**config.mk**
```make
export PLATFORM = sky130hd
export DESIGN_NAME = filtered_ram_swap_control_flat
export DESIGN_NICKNAME = d
export VERILOG_FILES = /design/src/rtl/filtered_ram_swap_control_pkg.sv /design/src/rtl/filtered_ram_swap_control_if.sv /design/src/rtl/filtered_ram_swap_control_bank.sv /design/src/rtl/filtered_ram_swap_control.sv /design/src/flat_wrapper.sv
export SDC_FILE = /design/constraint.sdc
export NUM_CORES = 1
export LEC_CHECK = 0
export CELL_PAD_IN_SITES_DETAIL_PLACEMENT = 1
export CELL_PAD_IN_SITES_GLOBAL_PLACEMENT = 1
export CORE_ASPECT_RATIO = 0.8
export CORE_MARGIN = 5
export CORE_UTILIZATION = 39
export DETAILED_ROUTE_END_ITERATION = 16
export HOLD_SLACK_MARGIN = 0.05
export PLACE_DENSITY_LB_ADDON = 0.1
export SLEW_MARGIN = 30
export SYNTH_ARGS = -nofsm -noshare
export SYNTH_HDL_FRONTEND = slang
export SYNTH_SLANG_ARGS = --single-unit
export TNS_END_PERCENT = 20
```
**constraint.sdc**
```tcl
create_clock -name clk -period 2.94 [get_ports clk]
set_input_delay 0.588 -clock clk [delete_from_list [all_inputs] [get_ports clk]]
set_output_delay 0.588 -clock clk [all_outputs]
set_load 0.05 [all_outputs]
```
**src/rtl/filtered_ram_swap_control_pkg.sv**
```systemverilog
// Shared types and helpers for the ping-pong filtered-projection store.
// Widths follow the existing filter-path length macros.
`ifndef kFilteredDataLength
`define kFilteredDataLength 16
`endif
`ifndef kSLength
`define kSLength 4
`endif
`ifndef kAngleLength
`define kAngleLength 8
`endif

package filtered_ram_swap_control_pkg;
   localparam int DATA_W  = `kFilteredDataLength;
   localparam int S_W     = `kSLength;
   localparam int ANGLE_W = `kAngleLength;
   localparam int DEPTH   = 2**S_W;

   typedef enum logic [1:0] {
      BANK_EMPTY   = 2'd0,
      BANK_FILLING = 2'd1,
      BANK_FULL    = 2'd2,
      BANK_ACTIVE  = 2'd3
   } bank_state_e;

   // Signed s to offset-binary word address: s = -DEPTH/2 lands on word 0.
   function automatic logic [S_W-1:0] s_to_addr(input logic signed [S_W-1:0] s);
      return {~s[S_W-1], s[S_W-2:0]};
   endfunction
endpackage

```
**src/rtl/filtered_ram_swap_control_if.sv**
```systemverilog
// Filter-side write bus and processing-side angle/read bus of the swap store.
interface filtered_ram_swap_control_if;
   import filtered_ram_swap_control_pkg::*;

   logic                      fl_we;
   logic signed [S_W-1:0]     fl_s;
   logic signed [DATA_W-1:0]  fl_val;
   logic                      fl_done;
   logic [ANGLE_W-1:0]        fl_angle;
   logic                      fl_last;
   logic                      fl_ready;
   logic                      fr_next_angle;
   logic                      fr_next_angle_ack;
   logic                      fr_has_next_angle;
   logic [ANGLE_W-1:0]        fr_angle;
   logic signed [S_W-1:0]     fr0_s_val;
   logic signed [S_W-1:0]     fr1_s_val;
   logic signed [DATA_W-1:0]  fr0_val;
   logic signed [DATA_W-1:0]  fr1_val;

   modport master (
      output fl_we, fl_s, fl_val, fl_done, fl_angle, fl_last,
             fr_next_angle, fr0_s_val, fr1_s_val,
      input  fl_ready, fr_next_angle_ack, fr_has_next_angle, fr_angle,
             fr0_val, fr1_val
   );

   modport slave (
      input  fl_we, fl_s, fl_val, fl_done, fl_angle, fl_last,
             fr_next_angle, fr0_s_val, fr1_s_val,
      output fl_ready, fr_next_angle_ack, fr_has_next_angle, fr_angle,
             fr0_val, fr1_val
   );
endinterface

```
**src/rtl/filtered_ram_swap_control_bank.sv**
```systemverilog
// One projection bank: single write port, two independent registered read ports.
module filtered_ram_bank #(
   parameter int DATA_W = 16,
   parameter int AW     = 4
) (
   input  logic              clk,
   input  logic              reset_n,
   input  logic              we,
   input  logic [AW-1:0]     waddr,
   input  logic [DATA_W-1:0] wdata,
   input  logic              re,
   input  logic [AW-1:0]     raddr0,
   input  logic [AW-1:0]     raddr1,
   output logic [DATA_W-1:0] rdata0,
   output logic [DATA_W-1:0] rdata1
);
   logic [DATA_W-1:0] mem [2**AW];

   always_ff @(posedge clk) begin
      if (we) mem[waddr] <= wdata;
   end

   // Read registers hold while the bank is not being read.
   always_ff @(posedge clk or negedge reset_n) begin
      if (!reset_n) begin
         rdata0 <= '0;
         rdata1 <= '0;
      end else if (re) begin
         rdata0 <= mem[raddr0];
         rdata1 <= mem[raddr1];
      end
   end
endmodule

```
**src/rtl/filtered_ram_swap_control.sv**
```systemverilog
// Ping-pong filtered-projection store: filter fills one bank while processing
// reads the oldest complete angle from the other.
module filtered_ram_swap_control
   import filtered_ram_swap_control_pkg::*;
(
   input logic                         clk,
   input logic                         reset_n,
   filtered_ram_swap_control_if.slave  bus
);
   bank_state_e        state [2];
   logic [ANGLE_W-1:0] angle [2];
   logic               last  [2];
   logic               wr_ptr, rd_ptr, rd_oth, frame_open, rd_sel;
   logic [ANGLE_W-1:0] fr_angle_q;
   logic               fl_ready, wr_acc, done_acc, ack;
   logic [1:0]         we_b, re_b;
   logic [DATA_W-1:0]  rd0 [2];
   logic [DATA_W-1:0]  rd1 [2];

   assign rd_oth   = ~rd_ptr;
   assign fl_ready = (state[wr_ptr] == BANK_EMPTY) || (state[wr_ptr] == BANK_FILLING);
   assign wr_acc   = bus.fl_we && fl_ready;
   assign done_acc = bus.fl_done && fl_ready;
   assign ack      = bus.fr_next_angle && (state[rd_ptr] == BANK_FULL);

   assign we_b = {wr_acc & wr_ptr, wr_acc & ~wr_ptr};
   assign re_b = {state[1] == BANK_ACTIVE, state[0] == BANK_ACTIVE};

   // Ack and fill always touch different banks: the fill bank is never FULL.
   always_ff @(posedge clk or negedge reset_n) begin
      if (!reset_n) begin
         for (int i = 0; i < 2; i++) begin
            state[i] <= BANK_EMPTY;
            angle[i] <= '0;
            last[i]  <= 1'b0;
         end
         wr_ptr     <= 1'b0;
         rd_ptr     <= 1'b0;
         frame_open <= 1'b0;
         fr_angle_q <= '0;
         rd_sel     <= 1'b0;
      end else begin
         if (ack) begin
            state[rd_ptr] <= BANK_ACTIVE;
            if (state[rd_oth] == BANK_ACTIVE) state[rd_oth] <= BANK_EMPTY;
            fr_angle_q <= angle[rd_ptr];
            rd_ptr     <= ~rd_ptr;
         end
         if (done_acc) begin
            state[wr_ptr] <= BANK_FULL;
            angle[wr_ptr] <= bus.fl_angle;
            last[wr_ptr]  <= bus.fl_last;
            wr_ptr        <= ~wr_ptr;
         end else if (wr_acc && state[wr_ptr] == BANK_EMPTY) begin
            state[wr_ptr] <= BANK_FILLING;
         end
         if (wr_acc || done_acc)         frame_open <= 1'b1;
         else if (ack && last[rd_ptr])   frame_open <= 1'b0;
         // Output mux follows whichever bank last refreshed its read registers.
         if (|re_b) rd_sel <= re_b[1];
      end
   end

   for (genvar b = 0; b < 2; b++) begin : g_bank
      filtered_ram_bank #(.DATA_W(DATA_W), .AW(S_W)) u_bank (
         .clk    (clk),
         .reset_n(reset_n),
         .we     (we_b[b]),
         .waddr  (s_to_addr(bus.fl_s)),
         .wdata  (bus.fl_val),
         .re     (re_b[b]),
         .raddr0 (s_to_addr(bus.fr0_s_val)),
         .raddr1 (s_to_addr(bus.fr1_s_val)),
         .rdata0 (rd0[b]),
         .rdata1 (rd1[b])
      );
   end

   assign bus.fl_ready          = fl_ready;
   assign bus.fr_next_angle_ack = ack;
   assign bus.fr_has_next_angle = frame_open ||
                                  (state[0] == BANK_FILLING) || (state[1] == BANK_FILLING) ||
                                  (state[0] == BANK_FULL)    || (state[1] == BANK_FULL);
   assign bus.fr_angle          = fr_angle_q;
   assign bus.fr0_val           = rd0[rd_sel];
   assign bus.fr1_val           = rd1[rd_sel];
endmodule

```
**src/flat_wrapper.sv**
```systemverilog
// flat-port wrapper written by rule: the top's interface ports become plain ports
module filtered_ram_swap_control_flat import filtered_ram_swap_control_pkg::*;
  (clk, reset_n, bus_fl_we, bus_fl_s, bus_fl_val, bus_fl_done, bus_fl_angle, bus_fl_last, bus_fr_next_angle, bus_fr0_s_val, bus_fr1_s_val, bus_fl_ready, bus_fr_next_angle_ack, bus_fr_has_next_angle, bus_fr_angle, bus_fr0_val, bus_fr1_val);
  filtered_ram_swap_control_if bus_i ();
  input logic clk;
  input logic reset_n;
  input wire logic [$bits(bus_i.fl_we)-1:0] bus_fl_we;
  input wire logic [$bits(bus_i.fl_s)-1:0] bus_fl_s;
  input wire logic [$bits(bus_i.fl_val)-1:0] bus_fl_val;
  input wire logic [$bits(bus_i.fl_done)-1:0] bus_fl_done;
  input wire logic [$bits(bus_i.fl_angle)-1:0] bus_fl_angle;
  input wire logic [$bits(bus_i.fl_last)-1:0] bus_fl_last;
  input wire logic [$bits(bus_i.fr_next_angle)-1:0] bus_fr_next_angle;
  input wire logic [$bits(bus_i.fr0_s_val)-1:0] bus_fr0_s_val;
  input wire logic [$bits(bus_i.fr1_s_val)-1:0] bus_fr1_s_val;
  output wire logic [$bits(bus_i.fl_ready)-1:0] bus_fl_ready;
  output wire logic [$bits(bus_i.fr_next_angle_ack)-1:0] bus_fr_next_angle_ack;
  output wire logic [$bits(bus_i.fr_has_next_angle)-1:0] bus_fr_has_next_angle;
  output wire logic [$bits(bus_i.fr_angle)-1:0] bus_fr_angle;
  output wire logic [$bits(bus_i.fr0_val)-1:0] bus_fr0_val;
  output wire logic [$bits(bus_i.fr1_val)-1:0] bus_fr1_val;
  assign bus_i.fl_we = bus_fl_we;
  assign bus_i.fl_s = bus_fl_s;
  assign bus_i.fl_val = bus_fl_val;
  assign bus_i.fl_done = bus_fl_done;
  assign bus_i.fl_angle = bus_fl_angle;
  assign bus_i.fl_last = bus_fl_last;
  assign bus_i.fr_next_angle = bus_fr_next_angle;
  assign bus_i.fr0_s_val = bus_fr0_s_val;
  assign bus_i.fr1_s_val = bus_fr1_s_val;
  assign bus_fl_ready = bus_i.fl_ready;
  assign bus_fr_next_angle_ack = bus_i.fr_next_angle_ack;
  assign bus_fr_has_next_angle = bus_i.fr_has_next_angle;
  assign bus_fr_angle = bus_i.fr_angle;
  assign bus_fr0_val = bus_i.fr0_val;
  assign bus_fr1_val = bus_i.fr1_val;
  filtered_ram_swap_control u_core (.clk(clk), .reset_n(reset_n), .bus(bus_i));
endmodule
```
==> results.json, run 1 <==
{
  "cp-start-kind": "flip-flop",
  "synthFlopType": "edfxtp_1",
  "synth_edf_count": 512,
  "final_common_cell": "mux2i_1",
  "drc": 0,
  "slew_viol_final": 0,
  "ff2ff_path_depth": 6,
  "area_growth_pct": 18.2,
  "syn_inst": 2054,
  "gp_congestion": 0.810,
  "fp.dieH_um": 251,
  "final_cell_mix": "mux2i_1 (514), edfxtp_1 (512), nand2_1 (227)",
  "clock-skew-final_ns": 0.0163,
  "ant_nets": 0,
  "final_core_util_pct": 46.5,
  "synth_area_um2": 28400,
  "nNetsFinal": 2233,
  "cts.htree.levels": 3,
  "clk_pin_slew_worst_paths_ns": 0.06,
  "hold_path_class": "in2async",
  "synth.top_cell.area_share_pct": 54.2,
  "setup_viol": 0,
  "io_pins": 85,
  "crit_fanout": 8,
  "cts_made_buffers": 68,
  "ys_top_cells_by_area": "edfxtp_1 (54%), mux2i_1 (18%), dfrtp_1 (8.6%)",
  "final_hold_viol_count": 0,
  "routed_wl_um": 94000,
  "grt_max_degree": 65,
  "grt_overflow": 0,
  "timing.rr.end": "u_core.g_bank[0].u_bank.mem[12][14]",
  "crit_chain": "xnor2_1 > nand3_1 > clkdlybuf4s50_1",
  "ys_seq_area_share_pct": 62.8,
  "crit_start": "u_core.state[0]",
  "die_area_um2": 78300,
  "antenna_found_initial": 5,
  "syn_area_per_cell_um2": 13.8,
  "clock_latency_ns": 0.60,
  "cap_violations": 0,
  "status": "finished clean",
  "power_density_nw_per_um2": 798,
  "fin_tns_setup_ns": 0,
  "yosys_warnings": 0,
  "slowest_stage": "clkdlybuf4s50_1",
  "regToRegStartpoint": "u_core.state[3]",
  "arrival_ns": 2.21,
  "rsz0062_at_grt": "no",
  "dp_cells": 3065,
  "first_pass_iters": 5,
  "viasPerCell": 5.84,
  "die_w_um": 312,
  "dp_hpwl_um": 60400,
  "max_slew_margin_pct": 48.3,
  "port_buffers": 84,
  "grt_pass1_wl_um": 136000,
  "leakagePower_nw": 12.8,
  "syn_nets": 2096,
  "num_vias": 18600,
  "cts_resized": 0,
  "worst_pin_slew_ns": 0.773,
  "ys_ff_latch": 610,
  "cts-root-buf": "clkbuf_16",
  "drt_iter0_markers": 1581,
  "peakVddDrop_v": 0.000440,
  "initial_core_util_pct": 39.4,
  "cp-end-kind": "primary output",
  "grt.total_usage_pct": 23.5,
  "max_freq_mhz": 357,
  "cp_slowest_stage_delay_ns": 0.81,
  "cts.sinks": 610,
  "min_period_ns": 2.80,
  "synth_cell_types": 42,
  "regToRegSetupSlack_ns": 0.69,
  "drive_above_1_share_pct": 15.6,
  "finalNonFillerCells": 3190,
  "wl_per_cell_um": 29.5,
  "crit_type": "reg2out",
  "cts_tree": "built",
  "core_area_um2": 72100,
  "rows": 88,
  "required_ns": 2.35,
  "ys_async_sr_fraction_pct": 16.1,
  "grt_pass1_vias": 19500,
  "cts_buffer_depth": 3,
  "finalCritPeriodShare_pct": 95.3,
  "endpoint": "bus_fr_has_next_angle",
  "yosys.area.top_type": "edfxtp_1"
}
[state kept, by name, summed over array words and instances, names as in the netlist, 2 cells and up]
name	flops
u_core.bus.fr_angle	8
u_core.g_bank.u_bank.mem	512
u_core.state	4
u_core.angle	16
u_core.last	2
u_core.g_bank.u_bank.rdata1	32
u_core.g_bank.u_bank.rdata0	32
[logic make-up after synthesis]
kind of cell / after synthesis / share of synthesized area, %
AO/OA/AOI/OAI: 230 / 5.55
XOR/XNOR: 2 / 0.0617
buffers and inverters: 154 / 3.41
flip-flops: 610 / 62.8
multiplexers: 564 / 20.1
AND/OR/NAND/NOR: 494 / 8.06
[cell usage after synthesis, types with 4 or more instances]
cell and n:
a21oi_1 65, a222oi_1 8, a22oi_1 148, buf_1 4
buf_2 39, buf_4 36, buf_6 23, clkbuf_1 35
dfrtp_1 98, edfxtp_1 512, inv_1 11, mux2_2 50
mux2i_1 514, nand2_1 227, nand2b_1 4, nand3_1 157
nand3b_1 5, nand4_1 44, nor2_1 29, nor2_2 4
nor2b_1 4, nor3_1 8
[critical path, delay by kind of cell, from the launching register on]
kind	cells	cell delay (ns)
buf+inv	1	0.81
simple gates	1	0.10
flops	1	0.52
xor+xnor	1	0.19
[layer usage]
| metal | track usage (%) | routed length [µm] | up-vias |
|---|---|---|---|
| met5 | 0 | 14 | - |
| met4 | 5.35 | 1810 | 2 |
| met3 | 5.46 | 7160 | 124 |
| met2 | 35.5 | 41200 | 576 |
| met1 | 34.6 | 43900 | 9782 |
| li1 | - | - | 8154 |
[per-stage QoR]
step | setup WS (ns) | total power [mW] | hold WS, ns | cell area [µm²]
after floorplan | 0.370 | 14.7 | 0.292 | 28400
after global placement | 0.200 | 18.6 | 0.454 | 31400
after detailed placement | 0.210 | 18.7 | 0.462 | 31400
after CTS | 0.0750 | 27.0 | 0.410 | 33600
after global routing | 0.0369 | 27.8 | 0.432 | 33600
final | 0.139 | 26.8 | 0.431 | 33600
[how the worst min path moves through the flow]
stage,cells after the start,from,end,slack (ns)
floorplan,0,reset_n,u_core.angle[0],0.29
global placement,2,u_core.g_bank[1].u_bank.rdata0[7],u_core.g_bank[1].u_bank.rdata0[7],0.45
detailed placement,2,u_core.g_bank[1].u_bank.rdata1[12],u_core.g_bank[1].u_bank.rdata1[12],0.46
CTS,2,reset_n,u_core.g_bank[1].u_bank.rdata1[10],0.41
global route,2,reset_n,u_core.bus.fr_angle[7],0.43
finish,2,reset_n,u_core.g_bank[1].u_bank.rdata0[14],0.43
[where the power goes]
part           switching (mW)  internal (mW)
combinational            4.59           2.94
clock                    3.41           4.85
sequential              0.826           10.1
[area by class of cell]
cell class / count / area, µm²
diodes: 2 / 5.00
well taps: 945 / 1180
inverters: 11 / 41.3
repair buffers: 210 / 2640
clock buffers: 97 / 1900
flip-flops and latches: 610 / 17800
multi-input cells: 1290 / 9740
fillers: 7202 / 38600
clock inverters: 25 / 216
[what timing repair did]
item                      CTS  global route
buffers inserted            0             0
hold buffers                1             0
hold endpoints to repair   14             0
Power figures use the tool's default switching activity.
==> run 2, diff against run 1 <==
ABC_AREA = 1   (was not set)
==> run 2 against run 1 <==
  * Global-route usage rose by 3.3 points
  * Sequential power down 4%
  * Clock power increased by 1%
  * Critical path type unchanged
  * Fmax down 1.6%
  * Setup slack worse by 0.045 ns
  * Via count up 36%
  * First-iteration DRC count up 49%
  * Largest power group unchanged
  * Area after synthesis increased by 7.0%
  * Largest cell class unchanged
  * Core utilization shrank 2.3 points
==> results.json, run 2 <==
{
  "ant_nets": 0,
  "setup_viol": 0,
  "first_pass_iters": 5,
  "power_density_nw_per_um2": 730,
  "crit_type": "reg2out",
  "gp_congestion": 0.855,
  "max_freq_mhz": 351,
  "ys_async_sr_fraction_pct": 16.1,
  "io_pins": 85,
  "min_period_ns": 2.85,
  "worst_pin_slew_ns": 0.838,
  "diodes": 0,
  "wl_per_cell_um": 24.9,
  "crit_chain": "o21ai_0 > clkdlybuf4s50_1",
  "nNetsFinal": 3512,
  "grt_pass1_vias": 26400,
  "port_buffers": 84,
  "synth_common_cells": "nand2_1 (1714), nand3_1 (780), edfxtp_1 (512)",
  "synth_cell_types": 22,
  "pre_cts_slack_ns": 0.447,
  "clk_pin_slew_worst_paths_ns": 0.06,
  "ys_top_cells_by_area": "edfxtp_1 (51%), nand2_1 (21%), nand3_1 (13%)",
  "rsz0062_at_grt": "no",
  "required_ns": 2.35,
  "grt.total_usage_pct": 26.7,
  "ff2ff_path_depth": 6,
  "top_register": "u_core.g_bank.u_bank.mem",
  "timing.rr.end": "u_core.g_bank[1].u_bank.mem[3][9]",
  "viasPerCell": 5.59,
  "max_slew_margin_pct": 44.0,
  "slowest_stage": "clkdlybuf4s50_1",
  "use_met3_pct": 3.76,
  "yosysMostFrequentCell": "nand2_1",
  "cap_violations": 0,
  "grt_util_met1_pct": 36.0,
  "p_sw_share_pct": 33.7,
  "synth_simple_gate_area_share_pct": 34.6,
  "cts-root-buf": "clkbuf_16",
  "seqPwrFrac_pct": 42.6,
  "setup_ws_ns": 0.0945,
  "status": "finished clean",
  "p_comb_share_pct": 23.8,
  "ys_ff_latch": 610,
  "yosys_warnings": 0,
  "crit_fanout": 6,
  "cp-start-kind": "flip-flop",
  "fp.dieH_um": 260,
  "cts_buffer_depth": 3,
  "synthFlopType": "edfxtp_1",
  "cts_made_buffers": 69,
  "final_core_util_pct": 44.2,
  "synth_xor_area_share_pct": 0,
  "yosys.area_share.adder_pct": 0,
  "core_area_um2": 77100,
  "grt.busiest_layer": "met2",
  "arrival_ns": 2.26,
  "p_clk_share_pct": 33.6,
  "drc": 0,
  "drt_iter0_markers": 2356,
  "synth_area_um2": 30400,
  "syn_inst": 3451,
  "synth_compound_area_share_pct": 0.482,
  "grt_use_met2_pct": 44.0,
  "antenna_found_initial": 2,
  "peakVddDrop_v": 0.000556,
  "largest_reg_flops": 512,
  "clock_latency_ns": 0.62,
  "regToRegSetupSlack_ns": 1.01,
  "yosys.area.top_type": "edfxtp_1",
  "cts.sinks": 610,
  "initial_core_util_pct": 39.4,
  "final_cell_mix": "nand2_1 (1714), nand3_1 (780), edfxtp_1 (512)",
  "area_growth_pct": 12.2,
  "grt_pass1_wl_um": 169000,
  "leakagePower_nw": 14.1,
  "final_common_cell": "nand2_1",
  "internal-power_mw": 16.5,
  "die_w_um": 322,
  "grt_max_degree": 119,
  "cp_slowest_stage_delay_ns": 0.87,
  "clock-skew-final_ns": 0.0176,
  "final_hold_viol_count": 0,
  "drive_above_1_share_pct": 7.70,
  "cts_tree": "built",
  "syn_nets": 3493,
  "slew_viol_final": 0,
  "synth.mux.area_fraction_pct": 0,
  "rows": 91,
  "top_regs": "u_core.g_bank.u_bank.mem (512), u_core.g_bank.u_bank.rdata0 (32), u_core.g_bank.u_bank.rdata1 (32)",
  "synth.top_cell.area_share_pct": 50.6,
  "ys_seq_area_share_pct": 58.7,
  "finalCritPeriodShare_pct": 96.8,
  "synth_edf_count": 512,
  "regToRegStartpoint": "u_core.state[1]",
  "syn_area_per_cell_um2": 8.80,
  "switching_power_mw": 8.37,
  "die_area_um2": 83600,
  "dp_hpwl_um": 69800,
  "hold_path_class": "in2async",
  "synth_top_family_by_area": "simple AND/OR/NAND/NOR gates",
  "routed_wl_um": 113000,
  "cp-end-kind": "primary output",
  "fin_tns_setup_ns": 0,
  "cts.htree.levels": 3,
  "grt_overflow": 0,
  "num_vias": 25400
}
-- run 2: what timing repair did --
action	in CTS	in global routing
resized for setup	0	0
buffers inserted	0	0
hold buffers	1	0
endpoints found under the hold margin	33	0
-- run 2: power by group through the flow --
stage,Sequential [mW],Combinational [mW],Clock (mW)
6_report,10.6,5.91,8.36
5_1_grt,10.7,6.39,8.88
4_1_cts,10.6,5.95,8.52
3_5_place_dp,10.7,5.94,0
3_3_place_gp,10.7,5.84,0
2_1_floorplan,10.7,3.69,0
-- run 2: through the flow --
step                cell area, µm²  power (mW)  hold WS, ns  cells
floorplan                    30400        14.4        0.292   3451
global placement             31900        16.5        0.461   4421
detailed placement           31900        16.7        0.467   4421
CTS                          34100        25.0        0.471   4543
global route                 34100        25.9        0.499   4543
finish                       34100        24.9        0.480   4543
-- run 2: worst max-delay path by stage --
stage / from / to / slack [ns] / cells past startpoint
floorplan: u_core.state[3] / bus_fl_ready / 0.80 / 1
global placement: bus_fl_we / u_core.g_bank[1].u_bank.mem[2][8] / 0.43 / 6
detailed placement: bus_fl_we / u_core.g_bank[1].u_bank.mem[3][8] / 0.45 / 6
CTS: u_core.state[3] / bus_fl_ready / 0.07 / 2
global route: u_core.state[3] / bus_fl_ready / 0.01 / 2
finish: u_core.state[3] / bus_fl_ready / 0.09 / 2
-- run 2: layout make-up --
class | instances | area [µm²]
Multi-Input combinational cell | 2568 | 10700
Inverter | 37 | 159
Sequential cell | 610 | 17800
Clock inverter | 27 | 198
Fill cell | 8857 | 43000
Clock buffer | 94 | 1940
Timing Repair Buffer | 184 | 1920
Tap cell | 1023 | 1280
-- run 2: cell families (layout without fill, tap and decap cells) --
group,after synthesis,in the layout
flip-flops,610,610
buffers and inverters,273,342
AND/OR/NAND/NOR,2540,2540
AO/OA/AOI/OAI,28,28
-- run 2: routing by layer --
metal	up-vias	wire length (µm)
met5	-	0
li1	11500	-
met4	0	4630
met1	12800	49000
met3	213	6170
met2	820	53600
-- run 2: worst max-delay path: cells and delay by family (launching register included) --
| family | cells | cell delay [ns] |
|---|---|---|
| AOI/OAI and AO/OA | 1 | 0.33 |
| buffers and inverters | 1 | 0.87 |
| DFF | 1 | 0.44 |
